==> config.mk <==
export PLATFORM = sky130hd
export DESIGN_NAME = alu_pipe
export DESIGN_NICKNAME = d
export VERILOG_FILES = /design/src/rtl/alu_pipe.sv
export SDC_FILE = /design/constraint.sdc
export NUM_CORES = 1
export LEC_CHECK = 0
export CAP_MARGIN = 20
export CORE_MARGIN = 2
export CORE_UTILIZATION = 40
export DETAILED_ROUTE_END_ITERATION = 8
export GPL_TIMING_DRIVEN = 0
export PLACE_DENSITY = 0.66
export SETUP_SLACK_MARGIN = 0.3
export SLEW_MARGIN = 15
export SYNTH_ARGS = -nofsm -noshare
export SYNTH_HDL_FRONTEND = slang
export SYNTH_SLANG_ARGS = --single-unit
==> constraint.sdc <==
create_clock -name clk -period 2.84 [get_ports clk]
set_input_delay 0.284 -clock clk [delete_from_list [all_inputs] [get_ports clk]]
set_output_delay 0.284 -clock clk [all_outputs]
set_load 0.01 [all_outputs]
==> src/rtl/alu_pipe.sv <==
// -----------------------------------------------------------------------------
// alu_pipe
//   Two-stage pipelined ALU with valid/ready handshakes on both sides.
//   S1 registers the computed result (y, flags, tag) at accept time.
//   S2 is the output register that drives the result ports.
//   A hidden carry register (cr) feeds ADC. It is updated at accept time, so
//   back-to-back ADC sequences chain correctly.
//
// Handshake: a transfer happens on a rising clk edge when valid & ready are both
//   high. A producer holds valid and its payload stable until the transfer.
//   Ready may depend on the consumer's ready but never on the offered payload.
//
// Ports
//   clk        rising-edge clock
//   rst        asynchronous, active-low reset
//   in_valid   operation offered
//   in_ready   block can accept (combinational from out_ready and stage valids)
//   op         000 ADD, 001 SUB, 010 AND, 011 OR, 100 XOR, 101 SHL, 110 SHR, 111 ADC
//   a, b       operands; shifts use b[$clog2(WIDTH)-1:0] as the shift amount
//   in_tag     opaque tag returned with the result
//   out_valid  result available
//   out_ready  consumer accepts
//   y          result
//   c,z,n,v    carry, zero, negative, signed overflow
//   out_tag    tag of the operation that produced y
// -----------------------------------------------------------------------------
module alu_pipe #(
    parameter int WIDTH = 8,
    parameter int TAG_W = 4
) (
    input  logic             clk,
    input  logic             rst,
    input  logic             in_valid,
    output logic             in_ready,
    input  logic [2:0]       op,
    input  logic [WIDTH-1:0] a,
    input  logic [WIDTH-1:0] b,
    input  logic [TAG_W-1:0] in_tag,
    output logic             out_valid,
    input  logic             out_ready,
    output logic [WIDTH-1:0] y,
    output logic             c,
    output logic             z,
    output logic             n,
    output logic             v,
    output logic [TAG_W-1:0] out_tag
);

    localparam int SH_W = $clog2(WIDTH);
    localparam int M    = WIDTH - 1;

    localparam logic [2:0] OP_ADD = 3'b000;
    localparam logic [2:0] OP_SUB = 3'b001;
    localparam logic [2:0] OP_AND = 3'b010;
    localparam logic [2:0] OP_OR  = 3'b011;
    localparam logic [2:0] OP_XOR = 3'b100;
    localparam logic [2:0] OP_SHL = 3'b101;
    localparam logic [2:0] OP_SHR = 3'b110;
    localparam logic [2:0] OP_ADC = 3'b111;

    typedef struct packed {
        logic [TAG_W-1:0] tag;
        logic             c;
        logic             z;
        logic             n;
        logic             v;
        logic [WIDTH-1:0] y;
    } res_t;

    logic       s1_valid, s2_valid;
    res_t       s1_q, s2_q;
    logic       cr;
    logic       s2_free;
    logic       accept;

    res_t             res;
    logic             upd_cr;
    logic [SH_W-1:0]  sh;
    logic [WIDTH:0]   sum_w;
    logic [WIDTH:0]   sub_w;
    logic [WIDTH:0]   shl_w;
    logic [WIDTH:0]   shr_w;

    // S2 can take a new value when it is empty or its result leaves this cycle.
    // S1 can take a new op when it is empty or it moves into a freeing S2.
    assign s2_free  = !s2_valid || out_ready;
    assign in_ready = !s1_valid || s2_free;
    assign accept   = in_valid && in_ready;

    assign sh = b[SH_W-1:0];

    always_comb begin
        res    = '0;
        upd_cr = 1'b0;
        // ADD and ADC share one adder; the carry-in is only live for ADC.
        sum_w  = {1'b0, a} + {1'b0, b} + {{WIDTH{1'b0}}, (op == OP_ADC) && cr};
        sub_w  = {1'b0, a} - {1'b0, b};
        // An extra bit on the shifted-out side catches the last bit lost.
        shl_w  = {1'b0, a} << sh;
        shr_w  = {a, 1'b0} >> sh;
        res.tag = in_tag;
        case (op)
            OP_ADD, OP_ADC: begin
                res.y  = sum_w[WIDTH-1:0];
                res.c  = sum_w[WIDTH];
                res.v  = (a[M] == b[M]) && (sum_w[M] != a[M]);
                upd_cr = 1'b1;
            end
            OP_SUB: begin
                res.y  = sub_w[WIDTH-1:0];
                res.c  = !sub_w[WIDTH];   // no borrow means a >= b
                res.v  = (a[M] != b[M]) && (sub_w[M] != a[M]);
                upd_cr = 1'b1;
            end
            OP_AND: res.y = a & b;
            OP_OR:  res.y = a | b;
            OP_XOR: res.y = a ^ b;
            OP_SHL: begin
                res.y  = shl_w[WIDTH-1:0];
                res.c  = shl_w[WIDTH];
                upd_cr = 1'b1;
            end
            OP_SHR: begin
                res.y  = shr_w[WIDTH:1];
                res.c  = shr_w[0];
                upd_cr = 1'b1;
            end
            default: res.y = '0;
        endcase
        res.z = (res.y == '0);
        res.n = res.y[M];
    end

    always_ff @(posedge clk or negedge rst) begin
        if (!rst) begin
            s1_valid <= 1'b0;
            s2_valid <= 1'b0;
            s1_q     <= '0;
            s2_q     <= '0;
            cr       <= 1'b0;
        end else begin
            if (s2_free) begin
                s2_valid <= s1_valid;
                if (s1_valid) begin
                    s2_q <= s1_q;
                end
            end
            if (in_ready) begin
                s1_valid <= in_valid;
                if (in_valid) begin
                    s1_q <= res;
                end
            end
            if (accept && upd_cr) begin
                cr <= res.c;
            end
        end
    end

    assign out_valid = s2_valid;
    assign y         = s2_q.y;
    assign c         = s2_q.c;
    assign z         = s2_q.z;
    assign n         = s2_q.n;
    assign v         = s2_q.v;
    assign out_tag   = s2_q.tag;

endmodule
### Word-level counts from Yosys, hierarchy flattened

Index checks and enable logic that the tools add are counted.

| cells by class | value |
|---|---|
| add/sub/neg operators | 3 |
| equal/unequal tests | 11 |
| shift-type cells | 2 |
| multiplexer cells | 4 |
| bitwise operators | 3 |
| reduce and logical (&&, ||, !) cells | 16 |

Operators with widths:

| kind | number |
|---|---|
| 8-bit case mux with 7 select lines | 1 |
| 3-bit == test, second input constant | 4 |
| 8-bit by 8-bit adder with 9-bit output | 1 |
| 9-bit by 1-bit adder with 9-bit output | 1 |
| 8-bit by 3-bit << shifter with 9-bit output | 1 |
| 9-bit by 3-bit >> shifter with 9-bit output | 1 |
| 8-bit by 8-bit subtractor with 9-bit output | 1 |
| 8-bit AND | 1 |
| 8-bit zero test | 1 |
| 8-bit OR | 1 |
| 8-bit bitwise XOR | 1 |
| 3-bit by 2-bit == test with 1-bit output, second input constant | 2 |
| 1-bit logical AND | 5 |
| 5-bit OR reduction | 1 |
| 1-bit case mux with 4 select lines | 1 |
| 2-bit AND reduction | 2 |
| 3-bit by 1-bit == test with 1-bit output, second input constant | 1 |
| 1-bit zero test | 3 |
| 3-bit zero test | 1 |
| 1-bit inequality test | 3 |
| 1-bit logical OR | 2 |
| 1-bit case mux with 2 select lines | 1 |
| 2-bit OR reduction | 1 |
| 1-bit == test | 1 |
| 1-bit 2-to-1 mux | 1 |

| storage, ports and cells | value |
|---|---|
| bits in registers | 35 |
| bits of input ports | 27 |
| output and inout port bits | 18 |
| logic and storage cells | 54 |

### Longest topological paths before layout

| depth | value |
|---|---|
| depth in word-level cells | 6 |
| gate-level depth with buffers | 15 |
| mapped depth without buffers | 13 |

### Least setup slack after synthesis

Ideal clock, no wire load.

| timing path | value |
|---|---|
| path kind | input-to-reg |
| from | input op[0] |
| to | register cr |
| arrival | 2.505 ns |
| data required time | 2.708 ns |
| slack | 0.203 ns |
| stages on the path | 15 |
| buffers on the path | 2 |
| path through | buf_2 > buf_1 > nand2_1 > nor2_1 > fa_1 > inv_1 > fa_1 > nor2b_1 > o21ai_1 > nand2b_1 > a31oi_1 > o21ai_0 > a21o_1 > a221oi_1 > o21ai_1 |

| on the way | value |
|---|---|
| cells in the longest elaborated chain, start to end | 4 |
| elaborated cells on any way between the ends | 12 |

RTL lines:

| element | RTL line | RTL |
|---|---|---|
| from (decl) | 35 | `input logic [2:0] op,` |
| 3-bit == test, or another cell as far along | 96, 102 |  |
| 1-bit logical AND / 5-bit OR reduction (equally long branches) | -- |  |
| 9-bit by 1-bit adder with 9-bit output / 1-bit 2-to-1 mux (equally long branches) | 96, 102 |  |
| 1-bit case mux with 4 select lines / 1-bit logical AND (equally long branches) | 102, 154 |  |
| to (signal assigned) | 155 | `cr <= res.c;` |
| to (decl) | 72 | `logic cr;` |

Several ways; a longest one is shown, not always the timed one.
A chain may end at the register's enable or synchronous reset.

### Final worst setup path

| timing path | value |
|---|---|
| from | input a[0] |
| to | register s1_q[10] (netlist bit) |

| on the way | value |
|---|---|
| cells in the longest elaborated chain, start to end | 4 |
| elaborated cells on any way between the ends | 10 |

RTL lines:

| element | RTL line | RTL |
|---|---|---|
| from (decl) | 36 | `input logic [WIDTH-1:0] a,` |
| 8-bit by 8-bit adder with 9-bit output | 96 | `sum_w = {1'b0, a} + {1'b0, b} + {{WIDTH{1'b0}}, (op == OP_ADC) && cr};` |
| 9-bit by 1-bit adder with 9-bit output | 96 |  |
| 8-bit case mux with 7 select lines * | 102 | `case (op)` |
| 8-bit zero test * | 130 | `res.z = (res.y == '0);` |
| to (signal assigned) | 151 | `s1_q <= res;` |
| to (decl) | 71 | `res_t s1_q, s2_q;` |

Mark *: on every way between the ends. The rest lies on a longest branch, timed or not.

==> run_results.csv <==
group,metric,value,unit
run_status,status,"finished, final reports clean",
logic_synthesis,synth_seq_cells,33,
placement,postPlaceCellArea,3570,um^2
final_layout,area_growth,29.7,%
cts,clock_sinks,33,
routing,via_per_inst,5.70,
logic_synthesis,synthArstFlopShare,100,%
cts,ctsHoldBuffers,0,
timing,period_share,91.7,%
setup_path,reg2reg_to,"s1_q[10]",
setup_path,r2r_start,"cr",
power_and_ir_drop,ir_worst_vdd,185,uV
logic_synthesis,synth_nets,386,
power_and_ir_drop,clkPwrFrac,20.1,%
global_routing,grt_pass1_vias,2735,
setup_path,crit_cells,13,
cts,clockRootBuffer,"clkbuf_8",
power_and_ir_drop,pwr-share-seq,36.1,%
setup_path,critPathTopFamily,"adder cells",
routing,dr_total_vias,2791,
setup_path,cp_common_cell,"inv_1",
floorplanning,start_util,41.4,%
setup_path,endpoint,"s1_q[10]",
timing,relSlewSlack,49.6,%
final_layout,drive_above_1_share,24.3,%
logic_synthesis,ys_seq_area_share,27.5,%
cts,cts_inserted_buffers,5,
setup_path,r2r_slack,0.28,ns
global_routing,grt_first_pass_wirelength,14200,um
cts,clockBufferDepth,2,
timing,setup_viol,0,
final_layout,final_cells,490,
setup_path,cp.buffers_inverters,3,
logic_synthesis,syn_avg_cell_area,9.08,um^2
setup_path,required,3.00,ns
timing,timing.final.max_slew_violations,0,
logic_synthesis,synth_edf_count,0,
routing,drt_iter0_drc,153,
placement,place_inst,474,
logic_synthesis,synth.area.top_cells,"dfrtp_1 (27%), ha_1 (10%), mux2_2 (7.5%)",
logic_synthesis,yosysWarnings,0,
routing,drc,0,
power_and_ir_drop,combPwrFrac,43.8,%
power_and_ir_drop,intPower,0.00114,W
global_routing,grt_max_degree,34,
routing,wirelength,8880,um
timing,clock_skew,0.00396,ns
floorplanning,die_area,8220,um^2
logic_synthesis,synth.most_common_cell,"dfrtp_1",
logic_synthesis,ys.flop_type,"dfrtp_1",
timing,max_slew.worst_pin.slew,0.753,ns
power_and_ir_drop,power_density,437,nW/um^2
floorplanning,std_cell_rows,31,
floorplanning,coreArea,7250,um^2
routing,dr.pass1.iters,4,
cts,clk_pin_slew,0.06,ns
setup_path,cpPeakStageDelay,0.40,ns
timing,hold_viol,0,
cts,clock_latency,0.28,ns
global_routing,antenna_found_initial,0,
timing,finalWorstPathRequiredPeriod,2.60,ns
placement,place_hpwl,6740,um
logic_synthesis,yosys.area.top_type,"dfrtp_1",
routing,wire_per_inst,18.1,um
setup_path,end_kind,"flop",
placement,io_buffers,44,
cts,htree_levels,2,
setup_path,reg2regPathDepth,12,
power_and_ir_drop,switching_share,33.1,%
cts,cts_tree,"yes",
placement,place.gp.congestion,0.986,
min_path,min_path_type,"input pin to asynchronous set/reset pin",
logic_synthesis,synth.distinct_cells,59,
final_layout,design.final.nets,446,
routing,ant_nets,0,
setup_path,cp_slowest_cell,"fa_1",
floorplanning,dieWidth,90.7,um
logic_synthesis,syn_inst,331,
final_layout,fill_cells,697,
floorplanning,ios,45,
setup_path,critPathLaunch,"a[0]",
setup_path,cp.arrival,2.77,ns
timing,fmax,384,MHz
logic_synthesis,synth_top_cell_area_share,27.5,%
timing,rsz0062_at_grt,"yes",
power_and_ir_drop,power_switching,0.000563,W
power_and_ir_drop,power.leakage,1.71,nW
setup_path,cp_max_fo,7,
final_layout,antenna_cells,0,
logic_synthesis,synth_common_cells,"dfrtp_1 (33), nand2_1 (31), ha_1 (25), inv_1 (24), mux2_2 (20)",
flow_run,drv_cap,0,
final_layout,final_cell_area,3900,um^2
logic_synthesis,syn-cell-area,3010,um^2
setup_path,worstSetupStartpointType,"input pin",
floorplanning,dieHeight,90.7,um
global_routing,globalRouteTotalUtil,21.8,%
setup_path,crit_type,"input pin to flop",
setup_path,crit_chain,"dlygate4sd2_1 > inv_1 > ha_1 > inv_1 > fa_1 > xor2_1 > nand2_1 > and3_1 > a221oi_2 > a22oi_2 > nor2_1 > and4_1 > a32o_2",
global_routing,grt-ovfl-total,0,
[state kept, by name (all words and copies together), names as in the netlist]
signal	cells
out_valid	1
cr	1
s1_valid	1
s1_q	15
z	1
y	7
c	1
n	1
out_tag	4
v	1
[routing by layer]
metal / track usage, % / share of wire (%) / up-vias
met4: 10.9 / 4.4 / 0
met2: 36.1 / 48 / 114
li1: - / - / 1335
met1: 27.7 / 42 / 1317
met5: 0 / 0 / -
met3: 3.26 / 5.6 / 25
[how the worst min path moves through the flow]
stage                        from          to  slack (ns)  cells after the start
after global routing          rst    s1_q[14]        0.11                      1
after global placement    s1_q[9]     s1_q[9]        0.46                      2
after CTS                     rst  out_tag[2]        0.08                      1
after detailed placement      rst   out_valid        0.38                      1
final                         rst    s1_q[14]        0.05                      1
after floorplan               rst           c       -0.01                      0
[cell families (layout without fill, tap and decap cells)]
logic type               Yosys count  after routing  share of synthesized area (%)
AO/OA/AOI/OAI                     98             98                           23.5
buffers and inverters             50            110                           6.79
multiplexers                      35             35                           15.6
AND/OR/NAND/NOR                   83             83                           13.1
adder cells (fa/ha/maj)           28             28                           12.4
XOR/XNOR                           4              4                           1.17
flip-flops                        33             33                           27.5
[power groups by stage]
stage               Clock (W)  Sequential, W  Combinational, W
floorplan                   0       0.000646          0.000360
global placement            0       0.000622          0.000672
detailed placement          0       0.000624          0.000679
CTS                  0.000353       0.000616          0.000723
global route         0.000377       0.000630          0.000806
finish               0.000342       0.000615          0.000746
[per-stage QoR]
stage	util [%]	setup WS (ns)	total power [W]	hold slack, ns	TNS [ns]
3_3_place_gp	49.3	-0.678	0.00129	0.464	-4.04
6_report	53.8	0.237	0.00170	0.0503	0
2_1_floorplan	-	0.310	0.00101	-0.0116	0
4_1_cts	52.9	0.258	0.00169	0.0771	0
5_1_grt	53.8	0.134	0.00181	0.112	0
3_5_place_dp	49.2	-0.691	0.00130	0.380	-4.05
[final cells by class]
type	instances	area (um^2)	area share, %
repair buffers	53	487	12.5
inverters	28	108	2.76
plain buffers	22	134	3.43
well taps	99	124	3.18
multi-input cells	248	2130	54.7
clock buffers	7	86.3	2.21
flip-flops and latches	33	826	21.2
[what timing repair did]
item / CTS / global route
buffers inserted: 6 / 3
setup endpoints to repair: 11 / 7
endpoints found under the hold margin: 0 / 0
pin swaps: 16 / 11
resized for setup: 55 / 14
[worst register-to-register path: cells and delay by family, from the launching register on]
family | cells | cell delay [ns]
compound gates | 4 | 0.63
fa+ha+maj | 2 | 0.83
buf+inv | 1 | 0.07
flops | 1 | 0.40
simple gates | 5 | 0.52
[cells in the final DEF, fill, tap and decap left out, types with 5 or more instances in the layout]
cell type,n
dfrtp_1,33
clkdlybuf4s50_1,30
nand2_1,29
ha_1,23
inv_1,22
mux2_2,20
nor2_1,17
clkbuf_1,11
a21oi_1,11
buf_4,10
o21ai_1,9
o21ai_0,9
nor2b_1,8
a21o_1,7
mux2i_1,7
a221oi_1,7
buf_2,6
nand3_1,6
mux4_2,6
clkbuf_8,6
inv_2,5
nor3_1,5
(Power assumes the default switching activity.)
==> RTL change 1, RTL diff (config.mk and constraints unchanged) <==
`TAG_W`: 4 -> 6.
--- a/src/rtl/alu_pipe.sv
+++ b/src/rtl/alu_pipe.sv
@@ -27,5 +27,5 @@
 module alu_pipe #(
     parameter int WIDTH = 8,
-    parameter int TAG_W = 4
+    parameter int TAG_W = 6
 ) (
     input  logic             clk,
Ports: changed (resized in_tag and out_tag); port bits go from 45 to 49. The function was not compared with the original's and may differ.
==> RTL change 1 against the original RTL <==
- sequential share of layout area increased by 0.39 points
- setup slack got worse by 0.092 ns
- design area rose by 10%
- critical path depth did not move
- sequential cell count grew 4
- synthesized area rose by 9.9%
- wire length rose by 5.7%
- total power up 11%
- via count is 12% higher
- critical endpoint unchanged
- largest cell class unchanged
- largest power group unchanged
==> RTL change 1: results (changes against the original RTL) <==
INFO  metric signal_buffers = 78 (+4.0%)
INFO  metric reg2reg_setup_slack = 0.16 ns (-0.12 ns)
INFO  metric fraction_of_standard_cell_area_that_is_sequential = 21.6% (+0.39 points)
INFO  metric signal_buffer_area_fraction = 16.8% (+0.90 points)
INFO  metric maximum_number_of_pins_on_one_net_before_global_route_repair = 27 (-21%)
INFO  metric power.ir.vdd_worst = 0.221 mV (+19%)
INFO  metric path_depth_of_the_worst_reg2reg_path = 10 (-2)
INFO  metric post_synth_num_cell_types = 55 (-6.8%)
INFO  metric fmax = 371 MHz (-3.4%)
INFO  metric multi_input_area_share = 53.7% (-1.1 points)
INFO  metric cpMaxStageDelayCell = mux2_4
INFO  metric final_layout_size_suffix_gt1_share = 22.0% (-2.3 points)
INFO  metric outcome = complete, no violations
INFO  metric grt_pass1_wl = 15.2 mm (+7.0%)
INFO  metric final_nets = 493 (+11%)
INFO  metric vias = 3139 (+12%)
INFO  metric min-delay-path-class = in2async
INFO  metric detail_route.first_pass.iterations = 5 (+1)
INFO  metric worst-slew-pin-transition = 0.714 ns (-0.0385 ns)
INFO  metric synth_top_cells_by_area = dfrtp_1, ha_1, mux2_2, mux2i_1, o21ai_0
INFO  metric largest_register_ffs = 17 (+2)
INFO  metric wl_per_cell = 17.3 um (-4.2%)
INFO  metric clock_tree_area_fraction = 2.10% (-0.12 points)
INFO  metric seq_area_frac_synth = 28.0% (+0.56 points)
INFO  metric place_congestion = 0.968 (-1.8%)
INFO  metric first_global_vias = 3019 (+10%)
INFO  metric layout-area-overhead-vs-synth = 30.0%
INFO  metric number_of_clock_buffer_instances_in_the_layout = 6 (-1)
INFO  metric io_buffer_count = 48 (+9.1%)
INFO  metric dp_hpwl = 7.22 mm (+7.2%)
INFO  metric dp_slack = -0.792 ns (-0.102 ns)
INFO  metric grt_usage = 21.6% (-0.26 points)
INFO  metric critical_path_peak_fanout = 10 (+3)
INFO  metric dpl-instance-area = 0.00399 mm^2 (+12%)
INFO  metric fin_hold_ws = 0.410 ns (+0.360 ns)
INFO  metric post-place-cells = 524 (+11%)
INFO  metric critical-path-max-stage-delay = 0.33 ns (-0.07 ns)
INFO  metric filler_cell_count = 777 (+11%)
INFO  metric multi_input_cells = 286 (+15%)
INFO  metric layout.sequential_cells = 37 (+12%)
INFO  metric groute.layer.met2.usage = 36.2% (+0.097 points)
INFO  metric power.static_leakage = 0.00184 uW (+7.7%)
INFO  metric detailedRoute.firstIterationViolations = 168 (+9.8%)
INFO  metric synth_fp_nets = 427 (+11%)
INFO  metric routed_wirelength = 9.39 mm (+5.7%)
INFO  metric worst_ep_arrival_time = 2.87 ns (+0.10 ns)
-- RTL change 1: changes by cell type after synthesis, sizes merged, moves of 5 or more --
cell and change:
nor2 +11, o21ai +8, mux2 +5, nand2 -7, clkbuf -6, a21oi +6, a221oi -7, o211ai +11
mux2i +7, nand2b +10
-- RTL change 1: power breakdown --
group	internal, uW	switching (uW)	leakage, uW	total (uW)
clock network	192	171	0.0000433	363
registers	640	57.8	0.000454	698
logic	427	395	0.00134	822
-- RTL change 1: metal layers --
layer / share of wire (%) / vias to the layer above
met2: 47 / 149
met3: 5.9 / 19
met5: 0 / -
met4: 2.5 / 0
li1: - / 1467
met1: 44 / 1504
-- RTL change 1: timing repair --
action | in CTS | in global routing
setup endpoints to repair | 10 | 7
pin swaps | 15 | 6
setup buffers | 6 | 3
gates resized for setup | 49 | 7
endpoints found under the hold margin | 11 | 0
hold buffers | 1 | 0
-- RTL change 1: worst max-delay path by stage --
stage	from	endpoint	depth (start not counted)
global route	cr	s1_q[10]	13
detailed placement	op[1]	s1_q[10]	14
global placement	op[1]	s1_q[10]	14
finish	b[1]	s1_q[10]	13
floorplan	b[1]	s1_q[10]	12
CTS	b[1]	s1_q[10]	13
-- RTL change 1: critical path: cells and delay by family --
family	cells	cell delay [ns]
and+or+nand+nor	2	0.43
AOI/OAI and AO/OA	4	0.96
buffers and inverters	5	0.64
muxes	1	0.33
adders and majority gates	1	0.20
-- RTL change 1: cells by family after synthesis --
family,Yosys count,synth area share [%]
compound gates,109,21.9
flops,37,28.0
xor+xnor,3,0.796
simple gates,101,15.0
buf+inv,47,6.29
fa+ha+maj,28,11.3
mux,45,16.6
==> RTL change 2, RTL diff (same settings) <==
Made on the original files. Make the reset (`rst`) synchronous in one clocked block. Comments in the files are not updated.
--- a/src/rtl/alu_pipe.sv
+++ b/src/rtl/alu_pipe.sv
@@ -132,5 +132,5 @@
     end
 
-    always_ff @(posedge clk or negedge rst) begin
+    always_ff @(posedge clk) begin
         if (!rst) begin
             s1_valid <= 1'b0;
Behaviour: differs if rst is asserted again (counterexample within 4 cycles, from zero or initial values and one cycle with rst low); with rst held inactive, the same outputs for 10 cycles.
==> RTL change 2 against the original RTL <==
- setup slack worse by 0.011 ns
- synthesized area is 2.0% higher
- sequential cell count stayed put
- design area is 0.38% higher
- wire length is 4.6% higher
- largest cell class unchanged
- register-to-register slack worse by 0.05 ns
- non-clock buffer count is 6 lower
- final cell count is 11% higher
- highest routed layer unchanged
- total power is 20% lower
- sequential power is 19% lower
==> RTL change 2: results (changes against the original RTL) <==
INFO  metric grt_util_met1 = 27.7% (-0.043 points)
INFO  metric routed_wirelength = 9.29 mm (+4.6%)
INFO  metric synth-async-reset-ratio = 0% (-100 points)
INFO  metric detail_route.first_pass.iterations = 5 (+1)
INFO  metric use_met3 = 2.74% (-0.52 points)
INFO  metric total_switching_power = 472 uW (-16%)
INFO  metric outcome = complete, no violations
INFO  metric place_congestion = 0.908 (-7.9%)
INFO  metric routed_via_density = 5.78 (+1.4%)
INFO  metric power.static_leakage = 0.00156 uW (-8.4%)
INFO  metric cpMaxStageDelayCell = fa_2
INFO  metric detail_route.wirelength.met1 = 3.91 mm (+3.9%)
INFO  metric dp_hpwl = 6.96 mm (+3.4%)
INFO  metric route.met2.wl = 4.46 mm (+5.4%)
INFO  metric detailedRoute.firstIterationViolations = 162 (+5.9%)
INFO  metric ys_top_cells_by_count = nand2_1, dfxtp_1, inv_1
INFO  metric synth.area.mux_share = 9.14% (-6.4 points)
INFO  metric slew_headroom = 42.2% (-7.4 points)
INFO  metric critical_path_peak_fanout = 10 (+3)
INFO  metric synth-adder-area-share = 12.2% (-0.24 points)
INFO  metric critical-path-max-stage-delay = 0.37 ns (-0.03 ns)
INFO  metric dp_slack = -0.783 ns (-0.0916 ns)
INFO  metric maximum_number_of_pins_on_one_net_before_global_route_repair = 12 (-65%)
INFO  metric seq_area_frac_synth = 21.6% (-5.9 points)
INFO  metric dpl-instance-area = 0.00364 mm^2 (+2.0%)
INFO  metric post_synth_num_cell_types = 64 (+8.5%)
INFO  metric synth-xor-area-share = 1.14% (-0.023 points)
INFO  metric route.met3.wl = 598 um (+21%)
INFO  metric synth_compound_area_share = 26.5% (+3.0 points)
INFO  metric synth_top_cells_by_area = dfxtp_1, ha_1, nand2_1, a21boi_0, mux4_2
INFO  metric io_buffer_count = 41 (-6.8%)
==> RTL change 2: metrics by stage <==
step	instances	total power [uW]	setup TNS, ns	hold slack [ns]	util (%)
after floorplan	388	814	0	0.401	-
after detailed placement	528	967	-4.85	0.448	49.7
after global routing	544	1430	0	0.420	53.4
final	544	1360	0	0.382	53.4
after global placement	528	962	-4.70	0.444	49.7
after CTS	539	1340	0	0.374	52.4
==> RTL change 2: final cells by class <==
class	count	area (um^2)
repair buffers	49	440
clock inverters	3	17.5
flip-flops and latches	33	662
plain buffers	20	140
clock buffers	5	68.8
well taps	99	124
multi-input cells	304	2340
inverters	31	119
fillers	724	3420
==> RTL change 2: power groups by stage <==
| stage | Sequential, uW | Combinational (uW) | Clock (uW) |
|---|---|---|---|
| 5_1_grt | 499 | 566 | 366 |
| 4_1_cts | 497 | 491 | 348 |
| 3_3_place_gp | 507 | 456 | 0 |
| 3_5_place_dp | 507 | 460 | 0 |
| 6_report | 497 | 525 | 338 |
| 2_1_floorplan | 508 | 306 | 0 |
==> RTL change 2: timing repair <==
item	in CTS	in global routing
gates resized for setup	42	28
hold buffers	0	0
buffers inserted	3	4
gates cloned	0	1
endpoints found under the setup margin	10	7
pin swaps	11	11
==> RTL change 2: final timing paths <==
kind                            slack, ns  startpoint    endpoint  depth (start not counted)
worst max-delay path                 0.23       op[2]    s1_q[10]                         11
worst min-delay path                 0.38         rst     s1_q[8]                          2
worst max register to register       0.23          cr    s1_q[10]                          9
worst min register to register       0.45  out_tag[1]  out_tag[1]                          2
==> RTL change 2: critical path: cells and delay by family <==
| kind | cells | cell delay (ns) |
|---|---|---|
| compound gates | 5 | 1.29 |
| buf+inv | 2 | 0.29 |
| fa+ha+maj | 1 | 0.37 |
| simple gates | 3 | 0.58 |
